### src/rtl/stack_exec_pkg.sv
`default_nettype none
// ============================================================================
// Module      : stack_exec_pkg
// Description : Opcodes, FSM states, error codes and op-class decode for the
//               stack execution unit.
// Revision    : 1.0 - initial release
// ============================================================================
package stack_exec_pkg;

    localparam logic [4:0] c_op_nop  = 5'b00000;
    localparam logic [4:0] c_op_push = 5'b00001;
    localparam logic [4:0] c_op_pop  = 5'b00010;
    localparam logic [4:0] c_op_dup  = 5'b00011;
    localparam logic [4:0] c_op_swap = 5'b00100;
    localparam logic [4:0] c_op_add  = 5'b01000;
    localparam logic [4:0] c_op_sub  = 5'b01001;
    localparam logic [4:0] c_op_and  = 5'b01010;
    localparam logic [4:0] c_op_or   = 5'b01011;
    localparam logic [4:0] c_op_xor  = 5'b01100;
    localparam logic [4:0] c_op_mul  = 5'b01101;
    localparam logic [4:0] c_op_eq   = 5'b01110;
    localparam logic [4:0] c_op_lt   = 5'b01111;
    localparam logic [4:0] c_op_not  = 5'b10000;
    localparam logic [4:0] c_op_neg  = 5'b10001;

    localparam logic [1:0] c_err_none    = 2'b00;
    localparam logic [1:0] c_err_under   = 2'b01;
    localparam logic [1:0] c_err_over    = 2'b10;
    localparam logic [1:0] c_err_illegal = 2'b11;

    typedef enum logic [2:0] {
        IDLE   = 3'd0,
        POP_A  = 3'd1,
        POP_B  = 3'd2,
        EXEC   = 3'd3,
        PUSH_R = 3'd4,
        PUSH_S = 3'd5
    } state_t;

    // grows marks ops whose net effect is one extra entry (PUSH, DUP)
    typedef struct packed {
        logic       legal;
        logic [1:0] pops;
        logic       exec;
        logic [1:0] pushes;
        logic       grows;
    } op_class_t;

    function automatic op_class_t op_decode(input logic [4:0] op);
        op_class_t c;
        c       = '0;
        c.legal = 1'b1;
        case (op)
            c_op_nop:  c.exec = 1'b1;
            c_op_push: begin c.pushes = 2'd1; c.grows = 1'b1; end
            c_op_pop:  c.pops = 2'd1;
            c_op_dup:  begin c.pops = 2'd1; c.pushes = 2'd2; c.grows = 1'b1; end
            c_op_swap: begin c.pops = 2'd2; c.pushes = 2'd2; end
            c_op_not, c_op_neg: begin
                c.pops = 2'd1; c.exec = 1'b1; c.pushes = 2'd1;
            end
            c_op_add, c_op_sub, c_op_and, c_op_or,
            c_op_xor, c_op_mul, c_op_eq, c_op_lt: begin
                c.pops = 2'd2; c.exec = 1'b1; c.pushes = 2'd1;
            end
            default:   c.legal = 1'b0;
        endcase
        return c;
    endfunction

endpackage
`default_nettype wire

### src/rtl/stack_exec_alu.sv
`default_nettype none
// ============================================================================
// Module      : stack_exec_alu
// Description : Combinational ALU; X is second-from-top, Y is the popped top.
// Revision    : 1.0 - initial release
// ============================================================================
module stack_exec_alu
    import stack_exec_pkg::*;
#(
    parameter int WIDTH = 16
) (
    input  logic [4:0]       op,
    input  logic [WIDTH-1:0] X,
    input  logic [WIDTH-1:0] Y,
    output logic [WIDTH-1:0] R,
    output logic             cmp
);

    always_comb begin
        R   = '0;
        cmp = 1'b0;
        case (op)
            c_op_add: R = X + Y;
            c_op_sub: R = X - Y;
            c_op_and: R = X & Y;
            c_op_or:  R = X | Y;
            c_op_xor: R = X ^ Y;
            c_op_mul: R = X * Y;
            c_op_eq: begin
                cmp = (X == Y);
                R   = {{(WIDTH-1){1'b0}}, cmp};
            end
            c_op_lt: begin
                cmp = (X < Y);
                R   = {{(WIDTH-1){1'b0}}, cmp};
            end
            c_op_not: R = ~Y;
            c_op_neg: R = -Y;
            default:  R = '0;
        endcase
    end

endmodule
`default_nettype wire

### src/rtl/stack_exec_unit.sv
`default_nettype none
// ============================================================================
// Module      : stack_exec_unit
// Description : Stack machine executing one command as a short sequence of
//               pop / exec / push states over a register-file stack.
// Revision    : 1.0 - initial release
// ============================================================================
module stack_exec_unit
    import stack_exec_pkg::*;
#(
    parameter int WIDTH = 16,
    parameter int DEPTH = 16,
    parameter int CW    = $clog2(DEPTH + 1)
) (
    input  logic             clk,
    input  logic             reset,
    input  logic             cmd_valid,
    output logic             cmd_ready,
    input  logic [4:0]       cmd_op,
    input  logic [WIDTH-1:0] cmd_imm,
    output logic [WIDTH-1:0] top,
    output logic [CW-1:0]    count,
    output logic             flag,
    output logic             done,
    output logic             err,
    output logic [1:0]       err_code
);

    localparam int            c_aw   = $clog2(DEPTH);
    localparam logic [CW-1:0] c_one  = CW'(1);
    localparam logic [CW-1:0] c_two  = CW'(2);
    localparam logic [CW-1:0] c_full = CW'(DEPTH);

    state_t           r_state;
    state_t           w_next;
    logic [WIDTH-1:0] r_mem [DEPTH];
    logic [CW-1:0]    r_count;
    logic [WIDTH-1:0] r_a, r_b, r_r, r_s;
    logic [4:0]       r_op;
    logic [1:0]       r_pops, r_pushes;
    logic             r_exec;
    logic             r_flag, r_done, r_err;
    logic [1:0]       r_err_code;

    op_class_t        w_cls;
    logic             w_accept, w_under, w_over, w_reject, w_seq_end, w_push;
    logic [1:0]       w_code;
    logic [CW-1:0]    w_cnt_m1;
    logic [WIDTH-1:0] w_tos, w_alu_r;
    logic             w_alu_cmp;

    assign cmd_ready = (r_state == IDLE);
    assign w_accept  = cmd_valid && cmd_ready;
    assign w_cls     = op_decode(cmd_op);
    assign w_cnt_m1  = r_count - c_one;
    assign w_tos     = r_mem[w_cnt_m1[c_aw-1:0]];
    assign top       = (r_count == '0) ? '0 : w_tos;

    // Legality is judged against the count at acceptance only
    assign w_under = (w_cls.pops == 2'd2) ? (r_count < c_two) :
                     (w_cls.pops == 2'd1) ? (r_count == '0) : 1'b0;
    assign w_over  = w_cls.grows && (r_count == c_full);

    always_comb begin
        w_code = c_err_none;
        if (!w_cls.legal)  w_code = c_err_illegal;
        else if (w_under)  w_code = c_err_under;
        else if (w_over)   w_code = c_err_over;
    end
    assign w_reject = (w_code != c_err_none);

    always_comb begin
        w_next = r_state;
        case (r_state)
            IDLE: begin
                if (w_accept && !w_reject) begin
                    if (w_cls.pops != 2'd0)        w_next = POP_A;
                    else if (w_cls.exec)           w_next = EXEC;
                    else if (w_cls.pushes != 2'd0) w_next = PUSH_R;
                end
            end
            POP_A: begin
                if (r_pops == 2'd2)                w_next = POP_B;
                else if (r_exec)                   w_next = EXEC;
                else if (r_pushes != 2'd0)         w_next = PUSH_R;
                else                               w_next = IDLE;
            end
            POP_B: begin
                if (r_exec)                        w_next = EXEC;
                else if (r_pushes != 2'd0)         w_next = PUSH_R;
                else                               w_next = IDLE;
            end
            EXEC:   w_next = (r_pushes != 2'd0) ? PUSH_R : IDLE;
            PUSH_R: w_next = (r_pushes == 2'd2) ? PUSH_S : IDLE;
            default: w_next = IDLE;
        endcase
    end

    assign w_seq_end = (r_state != IDLE) && (w_next == IDLE);

    stack_exec_alu #(.WIDTH(WIDTH)) u_alu (
        .op  (r_op),
        .X   (r_b),
        .Y   (r_a),
        .R   (w_alu_r),
        .cmp (w_alu_cmp)
    );

    always_ff @(posedge clk) begin
        if (reset) begin
            r_state    <= IDLE;
            r_count    <= '0;
            r_a        <= '0;
            r_b        <= '0;
            r_r        <= '0;
            r_s        <= '0;
            r_op       <= c_op_nop;
            r_pops     <= 2'd0;
            r_pushes   <= 2'd0;
            r_exec     <= 1'b0;
            r_flag     <= 1'b0;
            r_done     <= 1'b0;
            r_err      <= 1'b0;
            r_err_code <= c_err_none;
        end else begin
            r_state <= w_next;
            r_done  <= w_seq_end || (w_accept && w_reject);
            r_err   <= w_accept && w_reject;
            if (w_accept) begin
                r_op       <= cmd_op;
                r_pops     <= w_cls.pops;
                r_pushes   <= w_cls.pushes;
                r_exec     <= w_cls.exec;
                r_err_code <= w_code;
                if (!w_reject && cmd_op == c_op_push) r_r <= cmd_imm;
            end
            // R/S for DUP and SWAP are staged while popping
            case (r_state)
                POP_A: begin
                    r_a     <= w_tos;
                    r_count <= w_cnt_m1;
                    if (r_op == c_op_dup) begin
                        r_r <= w_tos;
                        r_s <= w_tos;
                    end
                end
                POP_B: begin
                    r_b     <= w_tos;
                    r_count <= w_cnt_m1;
                    if (r_op == c_op_swap) begin
                        r_r <= r_a;
                        r_s <= w_tos;
                    end
                end
                EXEC: begin
                    r_r <= w_alu_r;
                    if (r_op == c_op_eq || r_op == c_op_lt) r_flag <= w_alu_cmp;
                end
                PUSH_R, PUSH_S: r_count <= r_count + c_one;
                default: ;
            endcase
        end
    end

    assign w_push = (r_state == PUSH_R) || (r_state == PUSH_S);

    always_ff @(posedge clk) begin
        if (!reset && w_push)
            r_mem[r_count[c_aw-1:0]] <= (r_state == PUSH_S) ? r_s : r_r;
    end

    assign count    = r_count;
    assign flag     = r_flag;
    assign done     = r_done;
    assign err      = r_err;
    assign err_code = r_err_code;

endmodule
`default_nettype wire

### config.mk
export PLATFORM = sky130hd
export DESIGN_NAME = stack_exec_unit
export DESIGN_NICKNAME = d
export VERILOG_FILES = /design/src/rtl/stack_exec_pkg.sv /design/src/rtl/stack_exec_alu.sv /design/src/rtl/stack_exec_unit.sv
export SDC_FILE = /design/constraint.sdc
export NUM_CORES = 1
export LEC_CHECK = 0
export CORE_MARGIN = 2
export CORE_UTILIZATION = 45
export CTS_BUF_LIST = sky130_fd_sc_hd__clkbuf_4 sky130_fd_sc_hd__clkbuf_8 sky130_fd_sc_hd__clkbuf_16
export CTS_CLUSTER_SIZE = 30
export DETAILED_ROUTE_END_ITERATION = 8
export SLEW_MARGIN = 20
export SYNTH_ARGS = -nofsm -noshare
export SYNTH_HDL_FRONTEND = slang
export SYNTH_SLANG_ARGS = --single-unit
### constraint.sdc
create_clock -name clk -period 16.3 [get_ports clk]
set_input_delay 3.26 -clock clk [delete_from_list [all_inputs] [get_ports clk]]
set_output_delay 3.26 -clock clk [all_outputs]
set_load 0.01 [all_outputs]
== Word-level counts from Yosys, hierarchy flattened ==
Memory sizes are Yosys's and may differ from the RTL's.
Cells that the tools add are included.

* Register bits after elaboration: 87
* Memory bits (writable): 256
* Logic and storage cells: 134
* Output and inout bits: 27
* Memories: 1
* Input bits: 24

* Equality and inequality tests: 39
* Reductions and logical operators: 34
* Multiply operators: 1
* Order comparisons: 2
* Bitwise operators: 4
* Multiplexer cells: 34
* Add/sub/neg operators: 5

{| class="wikitable"
|+ Memories
! memory !! depth !! width !! rd ports !! clocked after Yosys merged registers in !! wr ports !! RTL line !! RTL
|-
| r_mem || 16 || 16 || 1 || 0 || 1 || stack_exec_unit.sv:36 || <nowiki>logic [WIDTH-1:0] r_mem [DEPTH];</nowiki>
|}

{| class="wikitable"
|+ Operator list
! cell !! number
|-
| $pmux 16 s10 || 1
|-
| $mux 16 || 8
|-
| $eq 5x4->1 const B || 16
|-
| $pmux 16 s3 || 1
|-
| $pmux 16 s2 || 1
|-
| $eq 5x5->1 const B || 5
|-
| $mux 3 || 8
|-
| $reduce_or 11->1 || 2
|-
| $add 16x16->16 || 1
|-
| $and 16x16->16 || 1
|-
| $eq 16x16->1 || 1
|-
| $lt 16x16->1 || 1
|-
| $mul 16x16->16 || 1
|-
| $neg 16->16 || 1
|-
| $not 16->16 || 1
|-
| $or 16x16->16 || 1
|-
| $sub 16x16->16 || 1
|-
| $xor 16x16->16 || 1
|-
| $eq 5x2->1 const B || 3
|-
| $pmux 3 s5 || 1
|-
| $reduce_or 15->1 || 1
|-
| $reduce_bool 2->1 || 6
|-
| $eq 5x3->1 const B || 2
|-
| $logic_not 5->1 || 2
|-
| 25 further kinds || 52
|}

== Longest topological paths before layout ==
* Word-level depth: 16
* Depth in mapped cells: 22
* Depth with buffers taken out: 21

== Modules after synthesis ==
From an unflattened synthesis, not the netlist that was laid out.

* Cells, all modules: 1781
* Area total of the unflattened synthesis: 20805.0 um2

{| class="wikitable"
|+ By module, submodules not included
! module !! sequential area each (um2) !! area each (um2) !! instances !! cells each
|-
| stack_exec_unit || 9429.0 || 14201.1 || 1 || 889
|-
| stack_exec_alu || 0.0 || 6603.8 || 1 || 892
|}

== Least setup slack after synthesis ==
OpenSTA, ideal clock, no wires.

* Kind: register to output
* Start: reg r_count[0], in the netlist count[0]
* End: out top[1]
* Arrival: 3.824 ns
* Path slack: 9.216 ns
* Path buffers: 7
* Cell stages (with the launch flop): 14
* Data required time: 13.040 ns
* Cells stage by stage: dfxtp_1 buf_2 buf_2 buf_2 buf_2 inv_1 ha_1 buf_1 clkbuf_1 clkbuf_1 mux4_2 a211oi_1 a21oi_1 and2_1

* Cells in the longest elaborated chain, start to end: 3
* Elaborated cells between the ends (all ways): 4
* Those cells by class: add/sub: 1; mux: 1; reduce/logical: 1; memory: 1

{| class="wikitable"
|+ Ends and longest elaborated chain
! element !! RTL line !! RTL
|-
| start: declaration || stack_exec_unit.sv:37 || <nowiki>logic [CW-1:0] r_count;</nowiki>
|-
| start signal: assignment || stack_exec_unit.sv:141 || <nowiki>r_count <= w_cnt_m1;</nowiki>
|-
| start signal: assignment || stack_exec_unit.sv:149 || <nowiki>r_count <= w_cnt_m1;</nowiki>
|-
| start signal: assignment || stack_exec_unit.sv:159 || <nowiki>PUSH_R, PUSH_S: r_count <= r_count + c_one;</nowiki>
|-
| $sub 5x1->5 || stack_exec_unit.sv:55 || <nowiki>assign w_cnt_m1 = r_count - c_one;</nowiki>
|-
| $mem_v2 16x16 || - ||
|-
| $mux 16 (*) || stack_exec_unit.sv:57 || <nowiki>assign top = (r_count == '0) ? '0 : w_tos;</nowiki>
|-
| end: declaration || stack_exec_unit.sv:21 || <nowiki>output logic [WIDTH-1:0] top,</nowiki>
|}

Mark *: on every way between the ends. The rest lies on a longest branch, timed or not.

== Worst setup path in the final report ==
* Start: reg r_count[0], in the netlist count[0]
* End: out top[9]

Same word-level chain as after synthesis.

==> results.toml <==
[synth]
netlist_instances = 1842
synthTopCellsByArea = "edfxtp_1 (37%), dfxtp_1 (8.5%), fa_1 (8.0%), mux4_2 (7.1%), ha_1 (6.2%)"
async_reset_ff_share_pct = 0
synth_common_cells = "edfxtp_1 (256), nand2_1 (234), inv_1 (160), nor2_1 (160), a21oi_1 (132)"
synth_edf_count = 256
yosysSeqAreaShare_pct = 45.9
synth_flop_cell = "edfxtp_1"
yosysMostFrequentCell = "edfxtp_1"
synth_top_area_share_pct = 37.4
synth_top_area_cell = "edfxtp_1"
synth_area_um2 = 20500
avgSynthCellArea_um2 = 11.1
synth_cell_types = 77
synth_seq_cells = 343
syn_nets = 2050
yosys_warnings = 0

[sta]
max_freq_mhz = 128
slew_headroom_pct = 27.7
maxSlewViolCount = 0
setup_viol = 0
rsz0062_at_grt = "no"
fin_hold_ws_ns = 0.450
tns_ns = 0
post-route-period-util_pct = 47.8
finClkSkew_ns = 0.0189
setup_slack_ns = 8.51
tightest_slew_ns = 1.08
hold_viol_final = 0
timing.final.crit_period_ns = 7.79

[die]
start_util_pct = 45.4
fp.dieH_um = 218
die_x_um = 218
die-area_um2 = 47400
boundaryPins = 51
row_count = 78
core_um2 = 45200

[final_layout]
drive_above_1_share_pct = 12.7
design_area_um2 = 23000
seqCellArea_um2 = 9430
syn2layout_area_growth_pct = 11.8
multi_input_area_um2 = 10100
fin_util_pct = 50.8
fin_nets = 2065
fill_cells = 3979

[route]
drt_pass1_iterations = 6
dr_total_vias = 14900
ant_nets = 0
wire_per_inst_um = 24.7
drcViolationCount = 0
detail_route.iter0.violations = 1441
routed_wl_mm = 61.4
vias_per_cell = 5.99

[run_status]
outcome = "finished clean"

[cts]
cts-root-buf = "clkbuf_16"
insertion_delay_ns = 0.55
hold_buffers = 0
cts_tree = "yes"
cts.sinks = 343
cts_buffers = 38
clk_pin_slew_ns = 0.06
cts_setup_buffers = 0
post_cts_resize_count = 0
clk_path_buf_depth = 3
htree_levels = 2

[global_route]
grt_max_degree = 87
track_usage_pct = 26.3
grt_first_pass_wirelength_mm = 92.9
grt_pass1_vias = 14900
overflow = 0
antenna_found_initial = 2

[placed_design]
port_buffers = 50
gp_congestion = 0.930
preCtsSetupSlack_ns = 9.08
place_hpwl_mm = 40.9
place_area_um2 = 21700

[critical_path]
cp_data_arrival_time_ns = 4.53
path_max_fanout = 67
cp-start-kind = "register"
crit_type = "register to primary output"
crit_required_ns = 13.04
end_kind = "primary output"

[power_and_ir_drop]
vdd_ir_drop_max_mv = 0.0940
p_int_w = 0.00164
seq_power_share_pct = 42.5
power_frac_comb_pct = 19.0
clock_power_share_pct = 38.5
cellLeakagePower_nw = 8.27
pwr_density_cell_nw_per_um2 = 98.9
sw_frac_of_total_pct = 28.0
power.switching_w = 0.000635

[hold_path]
hp-class = "register to register"

[job]
drv_cap = 0
## power by group through the flow
| stage | Combinational [W] | Sequential, W | Clock (W) |
|---|---|---|---|
| floorplan | 0.000289 | 0.000964 | 0 |
| global placement | 0.000422 | 0.000982 | 0 |
| detailed placement | 0.000427 | 0.000982 | 0 |
| CTS | 0.000430 | 0.000964 | 0.000887 |
| global route | 0.000464 | 0.000966 | 0.000926 |
| finish | 0.000432 | 0.000964 | 0.000874 |
## registers in the layout, indices dropped and copies added, names as in the netlist
name,flops
r_mem,256
r_a,16
r_b,16
r_r,16
r_s,16
count,5
r_op,5
r_state,3
err_code,2
r_pops,2
r_pushes,2
done,1
err,1
flag,1
r_exec,1
## per-stage QoR
step | power [W] | instances
2_1_floorplan | 0.00125 | 1842
3_3_place_gp | 0.00140 | 2417
3_5_place_dp | 0.00141 | 2417
4_1_cts | 0.00228 | 2486
5_1_grt | 0.00236 | 2486
6_report | 0.00227 | 2487
## logic make-up (layout without fill, tap and decap cells)
group           after synthesis  after routing  share of synthesized area [%]
compound gates              334            334                           10.7
xor+xnor                     59             59                           2.62
fa+ha+maj                   184            184                           14.2
buf+inv                     272            316                           5.31
flops                       343            343                           45.9
mux                         117            117                           9.86
other cells                   0              1                              0
simple gates                533            533                           11.4
## worst paths after layout
path                         startpoint                   to  slack (ns)  cells after the start
setup / recovery  count[0]$_SDFFE_PP0P_               top[9]        8.51                      9
hold / removal      r_s[1]$_SDFFE_PP0P_  r_s[1]$_SDFFE_PP0P_        0.45                      2
setup reg to reg    r_a[5]$_SDFFE_PP0P_   r_r[14]$_SDFF_PP0_        9.72                     20
hold reg to reg     r_s[1]$_SDFFE_PP0P_  r_s[1]$_SDFFE_PP0P_        0.45                      2
## layout make-up
class                           instances  share of cell area (%)
Tap cell                              600                    3.27
Inverter                              166                    2.71
Clock buffer                           53                    4.79
Timing Repair Buffer                   81                    3.17
Clock inverter                         16                   0.818
Multi-Input combinational cell       1227                    44.1
Antenna cell                            1                  0.0109
Sequential cell                       343                    41.1
## metal layers
metal	wire [um]	up-vias	part of all wire, %	GRT usage [%]
met5	8	-	0.013	0
met4	2020	2	3.3	9.13
met3	4650	116	7.6	4.57
met2	29200	616	48	43.1
met1	25500	7571	42	35.2
li1	-	6585	-	-
## cells in the final DEF (no fill, tap or decap), types with 19 or more instances in the layout
master           count
nor3_1              22
a21oi_1            132
and2_1              32
clkbuf_16           39
xnor2_1             47
nand2_1            234
ha_1               101
fa_1                82
mux2i_1             20
inv_1              160
edfxtp_1           256
buf_4               31
clkdlybuf4s50_1     49
a211oi_1            19
mux4_2              65
o21ai_0             43
mux2_2              32
dfxtp_1             86
nor2_1             143
## critical path, cell delays in order (launching register included)
cell             delay (ns)
dfxtp_4                0.79
inv_1                  0.15
ha_2                   0.35
buf_4                  0.72
mux4_2                 0.36
and2_1                 0.12
a211oi_1               0.05
a21oi_1                0.51
and2_1                 0.27
clkdlybuf4s50_1        0.57
Note: power is estimated with default switching activity, not from simulation.
